--- src/rtl/freq_div_sched.sv ---
// Programmable clock divider with round-robin shared divisor reconfiguration.
// Divisor updates are committed only at period boundaries, so clk_out never glitches.
module freq_div_sched #(
    parameter int unsigned NREQ        = 4,
    parameter int unsigned W           = 8,
    parameter int unsigned DEFAULT_DIV = 4
) (
    input  logic              clk_in,
    input  logic              rst,
    input  logic              enable,
    input  logic [NREQ-1:0]   req,
    input  logic [NREQ*W-1:0] req_div,
    output logic [NREQ-1:0]   gnt,
    output logic              clk_out,
    output logic              tick,
    output logic [W-1:0]      active_div,
    output logic              busy
);

    localparam int unsigned IDW = (NREQ > 1) ? $clog2(NREQ) : 1;

    typedef enum logic [1:0] {
        IDLE = 2'd0,
        RUN  = 2'd1,
        PEND = 2'd2,
        STOP = 2'd3
    } state_t;

    state_t         state;
    logic [W-1:0]   cnt;
    logic [W-1:0]   pend_div;
    logic [IDW-1:0] pend_id;
    logic [IDW-1:0] rr_ptr;

    logic           win_vld_c;
    logic [IDW-1:0] win_id_c;
    logic [IDW-1:0] nxt_ptr_c;
    logic [W-1:0]   win_div_c;
    logic           pe_c;

    function automatic logic [W-1:0] clamp_div(input logic [W-1:0] d);
        return (d < W'(2)) ? W'(2) : d;
    endfunction

    // Round-robin pick: scan downward so the smallest offset from rr_ptr wins.
    always_comb begin
        win_vld_c = 1'b0;
        win_id_c  = '0;
        for (int k = NREQ - 1; k >= 0; k--) begin
            if (req[(32'(rr_ptr) + 32'(k)) % NREQ]) begin
                win_vld_c = 1'b1;
                win_id_c  = IDW'((32'(rr_ptr) + 32'(k)) % NREQ);
            end
        end
    end

    always_comb begin
        nxt_ptr_c = (32'(win_id_c) == NREQ - 1) ? '0 : win_id_c + IDW'(1);
        win_div_c = clamp_div(req_div[32'(win_id_c) * W +: W]);
        pe_c      = (cnt == active_div - W'(1));
    end

    always_ff @(posedge clk_in or posedge rst) begin
        if (rst) begin
            state      <= IDLE;
            cnt        <= '0;
            active_div <= W'(DEFAULT_DIV);
            pend_div   <= '0;
            pend_id    <= '0;
            rr_ptr     <= '0;
            clk_out    <= 1'b0;
            tick       <= 1'b0;
            gnt        <= '0;
            busy       <= 1'b0;
        end else begin
            gnt  <= '0;
            tick <= 1'b0;
            if (state == IDLE) begin
                cnt     <= '0;
                clk_out <= 1'b0;
                // Idle commits are immediate: no period is running to protect.
                if (win_vld_c) begin
                    active_div    <= win_div_c;
                    gnt[win_id_c] <= 1'b1;
                    rr_ptr        <= nxt_ptr_c;
                end
                if (enable) begin
                    state <= RUN;
                    busy  <= 1'b1;
                end
            end else begin
                cnt     <= pe_c ? '0 : cnt + W'(1);
                tick    <= pe_c;
                clk_out <= (cnt < (active_div >> 1));
                case (state)
                    RUN: begin
                        if (!enable) begin
                            state <= STOP;
                        end else if (win_vld_c) begin
                            pend_div <= win_div_c;
                            pend_id  <= win_id_c;
                            rr_ptr   <= nxt_ptr_c;
                            state    <= PEND;
                        end
                    end
                    PEND: begin
                        if (pe_c) begin
                            active_div   <= pend_div;
                            gnt[pend_id] <= 1'b1;
                            state        <= enable ? RUN : IDLE;
                            busy         <= enable;
                        end
                    end
                    STOP: begin
                        if (enable) begin
                            state <= RUN;
                        end else if (pe_c) begin
                            state <= IDLE;
                            busy  <= 1'b0;
                        end
                    end
                    default: state <= IDLE;
                endcase
            end
        end
    end

endmodule
--- config.mk ---
export PLATFORM = sky130hd
export DESIGN_NAME = freq_div_sched
export DESIGN_NICKNAME = d
export VERILOG_FILES = /design/src/rtl/freq_div_sched.sv
export SDC_FILE = /design/constraint.sdc
export NUM_CORES = 1
export LEC_CHECK = 0
export CAP_MARGIN = 20
export CORE_MARGIN = 3
export CORE_UTILIZATION = 41
export CTS_BUF_LIST = sky130_fd_sc_hd__clkbuf_8
export DETAILED_ROUTE_END_ITERATION = 10
export GPL_ROUTABILITY_DRIVEN = 1
export PLACE_DENSITY = 0.67
export SLEW_MARGIN = 20
export SYNTH_ARGS = -nofsm -noshare
export SYNTH_HDL_FRONTEND = slang
export SYNTH_SLANG_ARGS = --single-unit
--- constraint.sdc ---
create_clock -name clk_in -period 6 [get_ports clk_in]
set_input_delay 0.9 -clock clk_in [delete_from_list [all_inputs] [get_ports clk_in]]
set_output_delay 0.9 -clock clk_in [all_outputs]
set_load 0.02 [all_outputs]
Yosys cells after proc, flatten, opt, wreduce, memory -nomap -nowiden --
Index checks and enable logic that the tools add are counted.
Word-level totals: register bits after elaboration 37, latch bits 0, RAM bits 0, ROM bits 0, input port bits 39, output and inout bits 15, word-level logic and storage cells 105, memories 0
Operators by class: add/subtract/negate cells 6, multiply operators 0, div/mod/pow operators 0, $lt $le $gt $ge 10, eq/ne operators 11, shift-type cells 1, mux-type cells 53, bitwise operators 1, reductions and logical operators 13
Operators with widths (count):
- $mux 8 | 7
- $mux 2 | 16
- $shiftx 32x6->8 | 1
- $lt 2x3->1 const B | 6
- $mux 1 | 18
- $mux 4 | 4
- $ne 3x3->1 const B | 3
- $add 8x1->8 const B | 1
- $bmux 1 s2 | 4
- $eq 8x8->1 | 1
- $lt 8x2->1 const B | 1
- $lt 8x7->1 | 1
- $reduce_and 4->1 | 2
- $reduce_bool 2->1 | 4
- $sub 8x1->8 const B | 1
- $eq 2x2->1 const B | 3
- $pmux 2 s3 | 1
- $reduce_and 5->1 | 1
- $add 2x1->2 const B | 2
- $add 2x2->2 const B | 2
- $demux 1 s2 | 2
- $ge 2x1->1 const B | 2
- $ne 2x2->1 const B | 2
- $ne 4x4->1 const B | 1
- other kinds (8) | 9

Logic depth before layout (Yosys ltp) --
Gate-level depths: netlist of the first run.
depth after elaboration 13, mapped depth 12, gate-level depth less buffers 10

Worst setup path before layout of the first run --
OpenSTA, ideal clock, no wires.
path type input port to flip-flop, from in req[2], to reg active_div[0], setup time 0.159 ns, data arrival time 2.677 ns, required time 5.841 ns, path slack 3.164 ns, stages 8, buffers on the path 1, path through nor2b_1 > a21o_1 > a211oi_4 > buf_2 > mux2i_1 > a21oi_1 > nor4b_2 > o22ai_1
On the way: cells in the longest elaborated chain, start to end 11, elaborated cells between the ends (all ways) 23, those cells by class 1 x order compare; 1 x eq/ne; 1 x shift; 19 x mux; 1 x reduce/logical
Ends and longest elaborated chain:
- start: declaration | RTL line 11 | input logic [NREQ-1:0] req,
- $bmux 1 s2 | RTL line 50 | if (req[(32'(rr_ptr) + 32'(k)) % NREQ]) begin
- $mux 1 (not written as such) | RTL line 50
- $mux 2 (3 in series) | RTL line 50
- $mux 2 * | RTL line 50
- via win_id_c[0] | RTL line 36 | logic [IDW-1:0] win_id_c;
- $shiftx 32x6->8 * | RTL line 59 | win_div_c = clamp_div(req_div[32'(win_id_c) * W +: W]);
- $lt 8x2->1 | RTL line 42 | return (d < W'(2)) ? W'(2) : d;
- $mux 8 * | RTL line 42
- $mux 8 * | RTL line 82 | if (win_vld_c) begin
- $mux 8 * | RTL line 78 | if (state == IDLE) begin
- end signal: assignment | RTL line 67 | active_div <= W'(DEFAULT_DIV);
- end signal: assignment | RTL line 83 | active_div <= win_div_c;
- end signal: assignment | RTL line 108 | active_div <= pend_div;
- end: declaration | RTL line 16 | output logic [W-1:0] active_div,
The timed path passes the listed nets; every way through them passes the cells marked *. The select of a mux whose other input is x is not followed. A chain may end at the register's enable or synchronous reset.

Worst setup path after layout of the first run --
from in req[2], to reg active_div[0]
On the way: cells in the longest elaborated chain, start to end 11, elaborated cells between the ends (all ways) 23, those cells by class 1 x order compare; 1 x eq/ne; 1 x shift; 19 x mux; 1 x reduce/logical
Ends and longest elaborated chain (RTL line):
- $bmux 1 s2 | 50
- $mux 1 (not written as such) | 50
- $mux 2 (4 in series) | 50
- $shiftx 32x6->8 | 59
- $lt 8x2->1 | 42
- $mux 8 | 42
- $mux 8 | 82
- $mux 8 | 78
Parallel ways exist; a longest one is shown, timed or not. The select of a mux whose other input is x is not followed.

==> metrics.txt, run 1 <==
post-route setup TNS=0 ns; power density over the cells=449 nW/um^2; post-synthesis instance total=269; Setup Skew=0.00265 ns; number of nets in the layout=373; WL per Instance=14.4 um; maximum fanout along the worst path=20; number of cells in the finished layout apart from fillers=390; critical path launch point type=input pin; worst IR drop on VDD=0.000251 V; vias after detailed routing=2059; Worst R2R Start=active_div[1]; pin count of the biggest net entering global routing=38; transition time of the tightest slew-check pin=0.929 ns; grt ovf=0; register-to-register setup slack=3.08 ns; initial antenna violation count=0; number of hold-slack violations in the final timing report=0; GRT Resource Usage Total=15.8%; Syn Area/Cell=9.32 um^2; R2R depth=9; outcome=complete, no violations; switching component of the power=610 uW; via density per instance=5.28; # port buffers=53; share of flip-flops with an asynchronous set or reset=100%; DRC violations left=0; I/O pin count=54; die width=84.2 um; type of the worst min-delay path=reg2reg; clock buffer count from CTS=5; first-pass GRT wire length=9.19 mm; layout cells sized above 1=8.18%; Post-CTS Hold Buffers=0; #FFs+latches synth=37; clk slew on worst S/H paths=0.07 ns; Die Ht=84.2 um; floorplan die area=7090 um^2; number of setup violations in the final report=0; Std-Cell Rows=27; data required time of the worst path=6.14 ns; post-CTS setup-driven buffer insertion count=0; unrepaired setup endpoints after global routing=no; Placed Area=3070 um^2; ratio of final minimum period to clock period=57.7%; Final Cell Area=3170 um^2; root buffer selected by CTS=sky130_fd_sc_hd__clkbuf_8; Yosys top cell by area=sky130_fd_sc_hd__dfrtp_1; part of the power in combinational logic=54.0%; proportion of power drawn by the clock network=13.6%; vias in the first global route=2033; area overhead of the layout relative to synthesis=26.4%; total standard cell area after synthesis=2510 um^2; library cells used by synthesis=50; switching power share of the total=42.9%; top_reg_cell synth=sky130_fd_sc_hd__dfrtp_1; highest clock rate=289 MHz; sequential fraction of the synthesis area=37.0%; class of the most critical setup path=in2reg; clock latency on the worst-skew pair=0.29 ns; critical register-to-register path endpoint=active_div[1]; Worst Min Path Start=pend_div[5]; drt first pass iters=4; headroom to the max-slew limit=37.9%; number of slew-limit violations in the final report=0; number of placed cells counting well taps=382; net count after synthesis=325; placed wire-length estimate after detailed placement=4.26 mm; clock tree from TritonCTS=built; H-tree levels=2; Yosys warnings=0; Maximum Capacitance Violations=0; clock period minus final worst setup slack=3.46 ns; starting utilization of the core area=43.9%; number of routed nets with antenna violations=0; Overall Power=1.42 mW; Resized Gates After CTS=0; aggregate routed wire length=5.60 mm; Internal Dissipation=813 uW; final RePlAce weighted congestion=0.746; endpoint of the worst hold-timing path=pend_div[5]; Max Root-Sink Buffers=2; relative contribution of sequential cells to total power=32.4%; number of sinks driven by the clock tree=37; Worst Setup End Kind=register; violation count after the first detailed-route iteration=47; number of enable flip-flop cells after synthesis=0; cell types with the largest area share after synthesis=sky130_fd_sc_hd__dfrtp_1 (36%), sky130_fd_sc_hd__ha_1 (8.5%), sky130_fd_sc_hd__mux2i_1 (6.0%), sky130_fd_sc_hd__mux2_2 (4.0%), sky130_fd_sc_hd__nor2_1 (3.9%); Worst Path Arrival=3.60 ns; share of Yosys cell area claimed by the top area cell type=35.9%; WHS Path Cells=2; Leak Pwr=1.38 nW; core area=5710 um^2; diode count=0
[worst max-delay path, stage by stage]
cell                              delay [ns]
sky130_fd_sc_hd__clkdlybuf4s50_1        0.45
sky130_fd_sc_hd__nor2b_1                0.16
sky130_fd_sc_hd__a21o_1                 0.18
sky130_fd_sc_hd__a211oi_4               0.80
sky130_fd_sc_hd__nor2b_1                0.10
sky130_fd_sc_hd__a211oi_1               0.24
sky130_fd_sc_hd__a21oi_1                0.12
sky130_fd_sc_hd__nor4b_2                0.50
sky130_fd_sc_hd__o22ai_1                0.15
[placed cells by master, fill, tap and decap left out, drive strengths merged, types with 2 or more instances in the layout]
| cell | instances |
|---|---|
| a211oi | 5 |
| a21o | 3 |
| a21oi | 17 |
| a32o | 4 |
| and2 | 3 |
| and3 | 2 |
| clkbuf | 7 |
| clkdlybuf4s50 | 53 |
| dfrtp | 36 |
| ha | 17 |
| inv | 20 |
| mux2 | 9 |
| mux2i | 15 |
| nand2 | 17 |
| nand2b | 4 |
| nand3 | 6 |
| nand4 | 2 |
| nor2 | 27 |
| nor2b | 7 |
| nor3 | 5 |
| nor4 | 4 |
| o211ai | 3 |
| o21ai | 16 |
| o22a | 2 |
| or3b | 2 |
| xnor2 | 5 |
| xor2 | 9 |
[worst max-delay path by stage]
stage	start	endpoint	cells after the start
floorplan	req[2]	active_div[0]	8
global placement	req[2]	active_div[0]	9
detailed placement	req[2]	active_div[0]	9
CTS	req[2]	active_div[0]	9
global route	req[2]	active_div[0]	9
finish	req[2]	active_div[0]	9
[flip-flops by register name (all words and copies together) (netlist names)]
name and cells:
pend_id 2, active_div 8, cnt 8, busy 1
clk_out 1, pend_div 8, gnt 4, tick 1
state 2, rr_ptr 2
[routing by layer]
metal  up-vias  GRT usage [%]  wire length [um]
met5         -              0                 0
met4         0           4.39                48
met3         5           2.94               205
met2        38           27.1              2780
met1       979           20.3              2560
li1       1037              -                 -
[area by class of cell]
cell class	instances	area, um^2
clock inverters	1	5.00
well taps	72	90.1
fillers	527	2540
repair buffers	54	538
inverters	20	75.1
clock buffers	7	96.3
flip-flops and latches	37	927
multi-input cells	199	1440
[cells in the mapped netlist (2+ instances only)]
cell                        n
sky130_fd_sc_hd__and2_1     3
sky130_fd_sc_hd__mux2i_1   15
sky130_fd_sc_hd__buf_2      3
sky130_fd_sc_hd__clkbuf_1   7
sky130_fd_sc_hd__o21ai_0   10
sky130_fd_sc_hd__and3_1     2
sky130_fd_sc_hd__ha_1      17
sky130_fd_sc_hd__dfrtp_1   36
sky130_fd_sc_hd__nand2_1   17
sky130_fd_sc_hd__o211ai_1   3
sky130_fd_sc_hd__nand4_1    2
sky130_fd_sc_hd__nand2b_1   4
sky130_fd_sc_hd__a21o_1     3
sky130_fd_sc_hd__xnor2_1    5
sky130_fd_sc_hd__nor2b_1    7
sky130_fd_sc_hd__xor2_1     9
sky130_fd_sc_hd__a32o_1     4
sky130_fd_sc_hd__nand3_1    6
sky130_fd_sc_hd__a211oi_1   3
sky130_fd_sc_hd__a21oi_1   17
sky130_fd_sc_hd__inv_1     20
sky130_fd_sc_hd__nor2_1    26
sky130_fd_sc_hd__o22a_1     2
sky130_fd_sc_hd__o21ai_1    6
sky130_fd_sc_hd__nor4_1     4
sky130_fd_sc_hd__mux2_2     9
sky130_fd_sc_hd__nor3_1     5
sky130_fd_sc_hd__buf_6      2
[cells by family after synthesis]
family | Yosys count | synth area share [%]
simple gates | 85 | 17.8
compound gates | 59 | 16.0
flops | 37 | 37.0
buf+inv | 33 | 5.74
mux | 24 | 10.0
fa+ha+maj | 17 | 8.49
xor+xnor | 14 | 4.89
[power groups by stage]
stage | logic [mW] | registers (mW) | clock network, mW
after global placement | 0.765 | 0.460 | 0
final | 0.768 | 0.461 | 0.194
after floorplan | 0.555 | 0.467 | 0
after detailed placement | 0.775 | 0.465 | 0
after global routing | 0.864 | 0.476 | 0.209
after CTS | 0.778 | 0.461 | 0.198
[metrics by stage]
stage	hold slack (ns)	worst slack (ns)	utilization (%)
after floorplan	0.450	3.16	-
after global placement	0.471	2.30	53.7
final	0.492	2.54	55.5
after global routing	0.511	2.32	55.5
after detailed placement	0.471	2.23	53.7
after CTS	0.488	2.52	55.5
Note: power is estimated with default switching activity, not from simulation.
==> inputs of run 2 (changes only) <==
Clock period 6 ns to 3.6 ns, I/O delays scaled along.
==> run 2 against run 1 <==
Count of clock-buffer cells in the layout is 1 lower; global-route usage up 0.68 points; combinational power is 71% higher; clock skew increased by 0.0039 ns; sequential share of layout area fell by 0.44 points.
==> metrics.txt, run 2 (same netlist as run 1, synthesis figures left out) <==
relative contribution of sequential cells to total power=31.2%; via density per instance=5.22; grt ovf=0; # port buffers=53; part of the power in combinational logic=53.4%; class of the most critical setup path=reg2reg; proportion of power drawn by the clock network=15.4%; most common cell after layout, fill and taps aside=sky130_fd_sc_hd__clkdlybuf4s50_1; area taken by flip-flops and latches=927 um^2; Leak Pwr=1.40 nW; H-tree levels=2; diode count=0; post-CTS setup-driven buffer insertion count=0; layout cells sized above 1=9.32%; Resized Gates After CTS=0; post-route setup TNS=0 ns; violation count after the first detailed-route iteration=127; leading registers by flop count=active_div: 8 flops, cnt: 8 flops, pend_div: 8 flops; Internal Dissipation=1.42 mW; clock period minus final worst setup slack=2.98 ns; Std-Cell Rows=27; ratio of final minimum period to clock period=82.7%; worst IR drop on VDD=0.000378 V; floorplan die area=7090 um^2; number of setup violations in the final report=0; die width=84.2 um; outcome=complete, no violations; WL per Instance=14.4 um; area overhead of the layout relative to synthesis=28.3%; Worst Setup End Kind=register; GRT Resource Usage Total=16.5%; vias in the first global route=2022; number of routed nets with antenna violations=0; highest clock rate=336 MHz; DRC violations left=0; clk slew on worst S/H paths=0.08 ns; Post-CTS Hold Buffers=0; final RePlAce weighted congestion=0.748; vias after detailed routing=2056; critical path launch point type=register; power density over the cells=765 nW/um^2; Setup Skew=0.00654 ns; starting utilization of the core area=43.9%; number of hold-slack violations in the final timing report=0; placed wire-length estimate after detailed placement=4.46 mm; Maximum Capacitance Violations=0; switching component of the power=1.04 mW; transition time of the tightest slew-check pin=0.942 ns; clock tree from TritonCTS=built; commonest cells after routing, fill and taps aside=sky130_fd_sc_hd__clkdlybuf4s50_1 (53), sky130_fd_sc_hd__dfrtp_1 (36), sky130_fd_sc_hd__nor2_1 (26); maximum fanout along the worst path=9; switching power share of the total=42.2%; type of the worst min-delay path=reg2reg; aggregate routed wire length=5.68 mm; Die Ht=84.2 um; unrepaired setup endpoints after global routing=no; root buffer selected by CTS=sky130_fd_sc_hd__clkbuf_8; clock latency on the worst-skew pair=0.29 ns; I/O pin count=54; number of fill cells=507; first-pass GRT wire length=9.67 mm; number of sinks driven by the clock tree=37; headroom to the max-slew limit=36.7%; footprint of the multi-input gates=1440 um^2; pin count of the biggest net entering global routing=38; end-of-flow core utilization=56.3%; initial antenna violation count=0; number of nets in the layout=377; Max Root-Sink Buffers=2; Worst Path Arrival=3.11 ns; data required time of the worst path=3.73 ns; core area=5710 um^2; clock buffer count from CTS=5; number of slew-limit violations in the final report=0; drt first pass iters=4
run 2: final timing paths:
check / start / endpoint / slack, ns / cells after the start
max in group asynchronous: rst / active_div[2] / 2.59 / 3
min: pend_div[6] / pend_div[6] / 0.49 / 2
min reg2reg: pend_div[6] / pend_div[6] / 0.49 / 2
min in group asynchronous: rst / busy / 0.65 / 3
max: active_div[0] / active_div[0] / 0.62 / 10
max reg2reg: active_div[0] / active_div[0] / 0.62 / 10
run 2: metal layers:
layer | up-vias | track usage [%] | part of all wire (%)
met5 | - | 0 | 0
met4 | 0 | 3.07 | 0.70
met1 | 971 | 22.7 | 47
met2 | 32 | 27.0 | 49
li1 | 1048 | - | -
met3 | 5 | 3.34 | 3.1
run 2: layout make-up:
| class | count | area share [%] |
|---|---|---|
| clock inverter | 2 | 1.17 |
| timing repair buffer | 58 | 17.7 |
| clock buffer | 6 | 2.57 |
| multi-input combinational | 199 | 44.6 |
| inverter | 20 | 2.33 |
| sequential | 37 | 28.8 |
| tap | 72 | 2.80 |
run 2: worst max-delay path, cell delays in order (launching register included):
cell	delay (ns)
sky130_fd_sc_hd__dfrtp_1	0.47
sky130_fd_sc_hd__inv_1	0.11
sky130_fd_sc_hd__ha_1	0.21
sky130_fd_sc_hd__or3b_1	0.40
sky130_fd_sc_hd__nor4_1	0.26
sky130_fd_sc_hd__o2111ai_1	0.15
sky130_fd_sc_hd__a211oi_2	0.38
sky130_fd_sc_hd__and2_1	0.52
sky130_fd_sc_hd__nor2_1	0.08
sky130_fd_sc_hd__a21oi_1	0.15
sky130_fd_sc_hd__o22ai_1	0.10
run 2: stage by stage:
| stage | cell area, um^2 | power (mW) | setup slack, ns | cells | hold slack, ns |
|---|---|---|---|---|---|
| 6_report | 3220 | 2.46 | 0.622 | 394 | 0.490 |
| 5_1_grt | 3220 | 2.69 | 0.377 | 394 | 0.511 |
| 4_1_cts | 3220 | 2.48 | 0.662 | 394 | 0.487 |
| 3_5_place_dp | 3100 | 2.10 | 0.477 | 386 | 0.470 |
| 3_3_place_gp | 3100 | 2.06 | 0.572 | 386 | 0.467 |
| 2_1_floorplan | 2510 | 1.70 | 1.10 | 269 | 0.450 |
run 2: power groups by stage:
stage	registers, mW	clock network [mW]	logic [mW]
4_1_cts	0.768	0.387	1.33
2_1_floorplan	0.779	0	0.925
6_report	0.767	0.380	1.31
3_5_place_dp	0.775	0	1.32
3_3_place_gp	0.768	0	1.30
5_1_grt	0.798	0.405	1.49
